--- src/rtl/wb_arb_pkg.sv ---
// Shared types for the two-master Wishbone arbiter.
// Owner encoding doubles as the FSM state encoding.
package wb_arb_pkg;

    typedef enum logic [1:0] {
        IDLE    = 2'd0,
        GNT_DAT = 2'd1,
        GNT_INS = 2'd2
    } arb_state_t;

    localparam logic [1:0] OWNER_IDLE = 2'd0;
    localparam logic [1:0] OWNER_DAT  = 2'd1;
    localparam logic [1:0] OWNER_INS  = 2'd2;

    function automatic int wdog_width(int t);
        int w;
        w = $clog2(t + 1);
        return (w < 8) ? 8 : w;
    endfunction

endpackage

--- src/rtl/wb_arbiter2_if.sv ---
// Bus bundle between the two core masters, the arbiter and the slave.
// The slave modport is the arbiter's view; master is the environment's.
interface wb_arbiter2_if #(
    parameter int AWIDTH = 32,
    parameter int DWIDTH = 32
);
    localparam int SWIDTH = DWIDTH / 8;

    logic              dat_cyc_i;
    logic              dat_we_i;
    logic [SWIDTH-1:0] dat_sel_i;
    logic [AWIDTH-1:0] dat_adr_i;
    logic [DWIDTH-1:0] dat_dat_i;
    logic              dat_ack_o;
    logic              dat_err_o;
    logic              ins_cyc_i;
    logic [AWIDTH-1:0] ins_adr_i;
    logic              ins_ack_o;
    logic              ins_err_o;
    logic [DWIDTH-1:0] m_dat_o;
    logic              s_cyc_o;
    logic              s_stb_o;
    logic              s_we_o;
    logic [SWIDTH-1:0] s_sel_o;
    logic [AWIDTH-1:0] s_adr_o;
    logic [DWIDTH-1:0] s_dat_o;
    logic [DWIDTH-1:0] s_dat_i;
    logic              s_ack_i;
    logic [1:0]        owner_o;

    modport slave (
        input  dat_cyc_i, dat_we_i, dat_sel_i,
        input  dat_adr_i, dat_dat_i,
        input  ins_cyc_i, ins_adr_i,
        input  s_dat_i, s_ack_i,
        output dat_ack_o, dat_err_o,
        output ins_ack_o, ins_err_o,
        output m_dat_o,
        output s_cyc_o, s_stb_o, s_we_o,
        output s_sel_o, s_adr_o, s_dat_o,
        output owner_o
    );

    modport master (
        output dat_cyc_i, dat_we_i, dat_sel_i,
        output dat_adr_i, dat_dat_i,
        output ins_cyc_i, ins_adr_i,
        output s_dat_i, s_ack_i,
        input  dat_ack_o, dat_err_o,
        input  ins_ack_o, ins_err_o,
        input  m_dat_o,
        input  s_cyc_o, s_stb_o, s_we_o,
        input  s_sel_o, s_adr_o, s_dat_o,
        input  owner_o
    );

endinterface

--- src/rtl/wb_arb_watchdog.sv ---
// Ack watchdog: counts granted cycles without ack and flags when the
// count reaches TIMEOUT. Only built with WB_ARB_TIMEOUT_EN.
module wb_arb_watchdog
    import wb_arb_pkg::*;
#(
    parameter int TIMEOUT = 255
) (
    input  logic clk_i,
    input  logic rst_i,
    input  logic active_i,
    input  logic clear_i,
    output logic expired_o
);
    localparam int CW = wdog_width(TIMEOUT);

    logic [CW-1:0] cnt_q, cnt_d;

    always_comb begin
        cnt_d = cnt_q;
        if (clear_i || !active_i) begin
            cnt_d = '0;
        end else begin
            cnt_d = cnt_q + CW'(1);
        end
    end

    always_ff @(posedge clk_i) begin
        if (rst_i) begin
            cnt_q <= '0;
        end else begin
            cnt_q <= cnt_d;
        end
    end

    assign expired_o = active_i && (cnt_q == CW'(TIMEOUT));

endmodule

--- src/rtl/wb_arbiter2.sv ---
// Two-master (ifetch/mem) to one-slave Wishbone arbiter, round-robin.
// Define WB_ARB_TIMEOUT_EN to add the ack watchdog and err outputs.
module wb_arbiter2
    import wb_arb_pkg::*;
#(
    parameter int AWIDTH  = 32,
    parameter int DWIDTH  = 32,
    parameter int TIMEOUT = 255
) (
    input  logic         clk_i,
    input  logic         rst_i,
    wb_arbiter2_if.slave bus
);
    localparam int SWIDTH = DWIDTH / 8;

    arb_state_t state_q, state_d;
    logic       last_ins_q, last_ins_d;
    logic       own_cyc;
    logic       timeout;

    logic              s_cyc;
    logic              s_we;
    logic [SWIDTH-1:0] s_sel;
    logic [AWIDTH-1:0] s_adr;
    logic [DWIDTH-1:0] s_dat;
    logic              dat_ack, ins_ack;
    logic              dat_err, ins_err;
    logic [1:0]        owner;

    always_comb begin
        own_cyc = 1'b0;
        unique case (state_q)
            GNT_DAT: own_cyc = bus.dat_cyc_i;
            GNT_INS: own_cyc = bus.ins_cyc_i;
            default: own_cyc = 1'b0;
        endcase
    end

`ifdef WB_ARB_TIMEOUT_EN
    logic wd_expired;
    logic wd_clear;

    assign wd_clear = (state_d != state_q) || bus.s_ack_i;

    wb_arb_watchdog #(
        .TIMEOUT (TIMEOUT)
    ) u_wdog (
        .clk_i     (clk_i),
        .rst_i     (rst_i),
        .active_i  (state_q != IDLE),
        .clear_i   (wd_clear),
        .expired_o (wd_expired)
    );

    // An ack landing on the expiry cycle still wins over the abort.
    assign timeout = wd_expired && own_cyc && !bus.s_ack_i;
`else
    if (TIMEOUT < 0) begin : g_no_watchdog
    end
    assign timeout = 1'b0;
`endif

    always_comb begin
        state_d    = state_q;
        last_ins_d = last_ins_q;
        unique case (state_q)
            IDLE: begin
                if (bus.dat_cyc_i && bus.ins_cyc_i) begin
                    state_d = last_ins_q ? GNT_DAT : GNT_INS;
                end else if (bus.dat_cyc_i) begin
                    state_d = GNT_DAT;
                end else if (bus.ins_cyc_i) begin
                    state_d = GNT_INS;
                end
            end
            GNT_DAT: begin
                if (timeout) begin
                    state_d    = IDLE;
                    last_ins_d = 1'b0;
                end else if (!bus.dat_cyc_i) begin
                    last_ins_d = 1'b0;
                    state_d    = bus.ins_cyc_i ? GNT_INS : IDLE;
                end
            end
            GNT_INS: begin
                if (timeout) begin
                    state_d    = IDLE;
                    last_ins_d = 1'b1;
                end else if (!bus.ins_cyc_i) begin
                    last_ins_d = 1'b1;
                    state_d    = bus.dat_cyc_i ? GNT_DAT : IDLE;
                end
            end
            default: state_d = IDLE;
        endcase
    end

    always_ff @(posedge clk_i) begin
        if (rst_i) begin
            state_q    <= IDLE;
            last_ins_q <= 1'b1;
        end else begin
            state_q    <= state_d;
            last_ins_q <= last_ins_d;
        end
    end

    always_comb begin
        s_cyc   = 1'b0;
        s_we    = 1'b0;
        s_sel   = '0;
        s_adr   = '0;
        s_dat   = '0;
        dat_ack = 1'b0;
        ins_ack = 1'b0;
        dat_err = 1'b0;
        ins_err = 1'b0;
        owner   = OWNER_IDLE;
        unique case (state_q)
            GNT_DAT: begin
                owner   = OWNER_DAT;
                s_cyc   = bus.dat_cyc_i && !timeout;
                s_we    = bus.dat_we_i;
                s_sel   = bus.dat_sel_i;
                s_adr   = bus.dat_adr_i;
                s_dat   = bus.dat_dat_i;
                dat_ack = bus.dat_cyc_i && bus.s_ack_i;
                dat_err = timeout;
            end
            GNT_INS: begin
                owner   = OWNER_INS;
                s_cyc   = bus.ins_cyc_i && !timeout;
                s_sel   = '1;
                s_adr   = bus.ins_adr_i;
                ins_ack = bus.ins_cyc_i && bus.s_ack_i;
                ins_err = timeout;
            end
            default: owner = OWNER_IDLE;
        endcase
    end

    assign bus.s_cyc_o   = s_cyc;
    assign bus.s_stb_o   = s_cyc;
    assign bus.s_we_o    = s_we;
    assign bus.s_sel_o   = s_sel;
    assign bus.s_adr_o   = s_adr;
    assign bus.s_dat_o   = s_dat;
    assign bus.dat_ack_o = dat_ack;
    assign bus.ins_ack_o = ins_ack;
    assign bus.dat_err_o = dat_err;
    assign bus.ins_err_o = ins_err;
    assign bus.m_dat_o   = bus.s_dat_i;
    assign bus.owner_o   = owner;

endmodule

--- src/flat_wrapper.sv ---
// flat-port wrapper written by rule: the top's interface ports become plain ports
module wb_arbiter2_flat import wb_arb_pkg::*;
#(
    parameter int AWIDTH  = 32,
    parameter int DWIDTH  = 32,
    parameter int TIMEOUT = 255
)
  (clk_i, rst_i, bus_dat_cyc_i, bus_dat_we_i, bus_dat_sel_i, bus_dat_adr_i, bus_dat_dat_i, bus_ins_cyc_i, bus_ins_adr_i, bus_s_dat_i, bus_s_ack_i, bus_dat_ack_o, bus_dat_err_o, bus_ins_ack_o, bus_ins_err_o, bus_m_dat_o, bus_s_cyc_o, bus_s_stb_o, bus_s_we_o, bus_s_sel_o, bus_s_adr_o, bus_s_dat_o, bus_owner_o);
  wb_arbiter2_if #(.AWIDTH(AWIDTH), .DWIDTH(DWIDTH)) bus_i ();
  input  logic clk_i;
  input  logic rst_i;
  input wire logic [$bits(bus_i.dat_cyc_i)-1:0] bus_dat_cyc_i;
  input wire logic [$bits(bus_i.dat_we_i)-1:0] bus_dat_we_i;
  input wire logic [$bits(bus_i.dat_sel_i)-1:0] bus_dat_sel_i;
  input wire logic [$bits(bus_i.dat_adr_i)-1:0] bus_dat_adr_i;
  input wire logic [$bits(bus_i.dat_dat_i)-1:0] bus_dat_dat_i;
  input wire logic [$bits(bus_i.ins_cyc_i)-1:0] bus_ins_cyc_i;
  input wire logic [$bits(bus_i.ins_adr_i)-1:0] bus_ins_adr_i;
  input wire logic [$bits(bus_i.s_dat_i)-1:0] bus_s_dat_i;
  input wire logic [$bits(bus_i.s_ack_i)-1:0] bus_s_ack_i;
  output wire logic [$bits(bus_i.dat_ack_o)-1:0] bus_dat_ack_o;
  output wire logic [$bits(bus_i.dat_err_o)-1:0] bus_dat_err_o;
  output wire logic [$bits(bus_i.ins_ack_o)-1:0] bus_ins_ack_o;
  output wire logic [$bits(bus_i.ins_err_o)-1:0] bus_ins_err_o;
  output wire logic [$bits(bus_i.m_dat_o)-1:0] bus_m_dat_o;
  output wire logic [$bits(bus_i.s_cyc_o)-1:0] bus_s_cyc_o;
  output wire logic [$bits(bus_i.s_stb_o)-1:0] bus_s_stb_o;
  output wire logic [$bits(bus_i.s_we_o)-1:0] bus_s_we_o;
  output wire logic [$bits(bus_i.s_sel_o)-1:0] bus_s_sel_o;
  output wire logic [$bits(bus_i.s_adr_o)-1:0] bus_s_adr_o;
  output wire logic [$bits(bus_i.s_dat_o)-1:0] bus_s_dat_o;
  output wire logic [$bits(bus_i.owner_o)-1:0] bus_owner_o;
  assign bus_i.dat_cyc_i = bus_dat_cyc_i;
  assign bus_i.dat_we_i = bus_dat_we_i;
  assign bus_i.dat_sel_i = bus_dat_sel_i;
  assign bus_i.dat_adr_i = bus_dat_adr_i;
  assign bus_i.dat_dat_i = bus_dat_dat_i;
  assign bus_i.ins_cyc_i = bus_ins_cyc_i;
  assign bus_i.ins_adr_i = bus_ins_adr_i;
  assign bus_i.s_dat_i = bus_s_dat_i;
  assign bus_i.s_ack_i = bus_s_ack_i;
  assign bus_dat_ack_o = bus_i.dat_ack_o;
  assign bus_dat_err_o = bus_i.dat_err_o;
  assign bus_ins_ack_o = bus_i.ins_ack_o;
  assign bus_ins_err_o = bus_i.ins_err_o;
  assign bus_m_dat_o = bus_i.m_dat_o;
  assign bus_s_cyc_o = bus_i.s_cyc_o;
  assign bus_s_stb_o = bus_i.s_stb_o;
  assign bus_s_we_o = bus_i.s_we_o;
  assign bus_s_sel_o = bus_i.s_sel_o;
  assign bus_s_adr_o = bus_i.s_adr_o;
  assign bus_s_dat_o = bus_i.s_dat_o;
  assign bus_owner_o = bus_i.owner_o;
  wb_arbiter2 #(.AWIDTH(AWIDTH), .DWIDTH(DWIDTH), .TIMEOUT(TIMEOUT)) u_core (.clk_i(clk_i), .rst_i(rst_i), .bus(bus_i));
endmodule
--- config.mk ---
export PLATFORM = sky130hd
export DESIGN_NAME = wb_arbiter2_flat
export DESIGN_NICKNAME = d
export VERILOG_FILES = /design/src/rtl/wb_arb_pkg.sv /design/src/rtl/wb_arbiter2_if.sv /design/src/rtl/wb_arb_watchdog.sv /design/src/rtl/wb_arbiter2.sv /design/src/flat_wrapper.sv
export SDC_FILE = /design/constraint.sdc
export NUM_CORES = 1
export LEC_CHECK = 0
export ABC_CLOCK_PERIOD_IN_PS = 1770
export CAP_MARGIN = 20
export CORE_AREA = 5 5 94 96
export DETAILED_ROUTE_END_ITERATION = 8
export DIE_AREA = 0 0 99 101
export PLACE_DENSITY = 0.66
export SETUP_SLACK_MARGIN = 0.2
export SKIP_CTS_REPAIR_TIMING = 1
export SLEW_MARGIN = 10
export SYNTH_ARGS = -nofsm -noshare
export SYNTH_HDL_FRONTEND = slang
export SYNTH_HIERARCHICAL = 1
export SYNTH_SLANG_ARGS = --single-unit
export TNS_END_PERCENT = 5
--- constraint.sdc ---
create_clock -name clk_i -period 1.77 [get_ports clk_i]
set_clock_uncertainty 0.05 [all_clocks]
set_input_delay 0.354 -clock clk_i [delete_from_list [all_inputs] [get_ports clk_i]]
set_output_delay 0.354 -clock clk_i [all_outputs]
set_load 0.01 [all_outputs]
==> results.ini <==
[grt]
grt-ovfl-total=0
grt_max_degree=25
grt_use_met2=0.2386
grt_util_met1=0.1141
globalRoute.busiestLayer=met2
antenna_found_initial=0
grt_pass1_wl_mm=10.09
use_met3=0.05398
grt_pass1_vias=2034
track_usage=0.1232

[layout]
num_antenna_cells=0
drive_gt1_frac=0.5289
final_common_cell=clkdlybuf4s50_1
final_cell_area_um2=3446
areaGrowthSynthToFinish_pct=158.3
fin_util=0.4324
fillCellCount=808
fin_nets=508
layout_common_cells=105 x clkdlybuf4s50_1, 52 x clkbuf_2, 32 x and2_1

[worst_setup_path]
path_delay_family=buffers and inverters
path_cells=buf_6, ha_4, buf_6, clkbuf_16, a22oi_2, nor2b_2, dlymetal6s2s_1
rrSetupSlack_ns=0.16
slowest_stage=dfxtp_4
critPathRequiredTime_ns=1.37
arrival_ns=1.54
cp-end-kind=primary output
critical_path_class=reg -> out
cp-startpoint=u_core/state_q[1]
rr_startpoint=u_core/state_q[1]
crit_top_cell=buf_6
cp_max_fo=6
crit_buf_inv=4
critPathLaunchType=register
slowest_delay_ns=0.35

[placement]
numPortBuffers=180
gp_congestion=0.7389
dpl_cell_area_um2=3194
dp_hpwl_mm=5.768

[yosys]
seq_area_frac_synth=0.04503
synth.distinct_cells=26
synth_flop_cell=dfxtp_1
synth_edf_count=0
synth.cell_area_um2=1334
yosysWarnings=6
synthArstFlopShare=0
syn_area_per_cell_um2=6.983
ys_seq_elements=3
netlist_instances=191

[pwr]
p_seq_frac=0.047
switching_share=0.3942
p_int_w=0.001420
power.density_nw_per_um2=680.2
switching_power_w=0.0009240
p_comb_frac=0.867
vdd_drop_max_mv=0.2844
p_clk_frac=0.087
power.leakage_nw=1.494

[clock_network]
clk_pin_slew_ns=0.03
cts_root_buffer=clkbuf_8
clock-sinks=3
clk_path_buf_depth=2
cts_tree=done
cts.htree.levels=1
worstSkewPairLatency_ns=0.22
cts_buffers=3

[floorplan]
die_area_um2=9999
initial_core_util=0.1674
die_y_um=101
ioPinCount=247
core_area_um2=7969
rows=33
die_w_um=99

[route]
via_count=2012
drc_errors=0
finalWirelength_mm=7.530
drtIter0Drc=19
first_pass_iters=4
antenna_left=0
vias_per_cell=4.299
wire_per_inst_um=16.09

[timing]
setup_viol=36
period_needed_ns=1.947
finalHoldViolations=0
finalCritPeriodShare=1.100
maxSlewViolCount=0
rsz0062_at_grt=yes
fmax_mhz=513.5
setup_slack_ns=-0.1774

[worst_hold_path]
hold_class=reg -> reg
hp-start=u_core/last_ins_q

[outcome]
violations=setup timing
outcome=finished, violations left

[job]
cap_violations=0

-- worst min-delay path, cell delays in order, from the launching register on --
cell and delay [ns]:
dfxtp_1 0.31, nor2_1 0.11, o21bai_1 0.06
-- power by group through the flow --
stage	clock network, W	registers, W	logic [W]
3_5_place_dp	0	0.000101	0.00173
2_1_floorplan	0	0.0000983	0.000906
6_report	0.000204	0.000109	0.00203
4_1_cts	0.000208	0.000100	0.00174
5_1_grt	0.000212	0.000112	0.00218
3_3_place_gp	0	0.0000981	0.00171
-- path summary, 6_finish.rpt --
| check | to | depth (start not counted) |
|---|---|---|
| setup / recovery | bus_s_adr_o[31] | 7 |
| hold / removal | u_core/last_ins_q | 2 |
| setup reg to reg | u_core/state_q[1] | 8 |
| hold reg to reg | u_core/last_ins_q | 2 |
-- cell usage after synthesis, types with 2 or more instances --
library cell / number / share of area
and2_1: 33 / 0.15
nand2_1: 3 / 0.0084
inv_1: 4 / 0.011
a21oi_1: 8 / 0.030
a22oi_1: 32 / 0.18
nor2_1: 2 / 0.0056
ha_1: 6 / 0.056
nor2b_1: 36 / 0.17
dfxtp_1: 3 / 0.045
buf_4: 37 / 0.21
buf_2: 6 / 0.023
clkbuf_1: 7 / 0.020
-- registers in the layout, indices dropped and copies added, names as in the netlist --
| name | flops |
|---|---|
| u_core/state_q | 2 |
| u_core/last_ins_q | 1 |
-- metal layers --
layer | routed length (um) | part of all wire
met3 | 875 | 0.12
met4 | 146 | 0.019
met5 | 0 | 0
met1 | 2484 | 0.33
met2 | 4023 | 0.53
-- layout make-up --
cell class | count | area, um2 | share of cell area
timing repair buffer | 218 | 1932 | 0.5606
tap | 105 | 131.4 | 0.03813
inverter | 4 | 20.02 | 0.005810
sequential | 3 | 67.56 | 0.01961
multi-input combinational | 134 | 1250 | 0.3627
clock buffer | 4 | 45.04 | 0.01307
-- metrics by stage --
stage / hold slack (ns) / instances / TNS, ns / total power, W / worst slack, ns
after detailed placement: 0.4800 / 444 / -22.85 / 0.001827 / -0.3689
after floorplan: 0.3591 / 192 / 0 / 0.001005 / 0.1947
after CTS: 0.4882 / 448 / -40.79 / 0.002044 / -0.6103
after global routing: 0.5401 / 468 / -6.054 / 0.002503 / -0.2171
final: 0.4839 / 468 / -3.257 / 0.002344 / -0.1774
after global placement: 0.4571 / 444 / -19.04 / 0.001813 / -0.3369
-- cells by family after synthesis --
group	count (synthesis)	synth area share
AND/OR/NAND/NOR	79	0.3612
buffers and inverters	55	0.2702
AO/OA/AOI/OAI	47	0.2645
adder cells (fa/ha/maj)	6	0.05628
flip-flops	3	0.04503
other	1	0.002812
(Power assumes the default switching activity.)
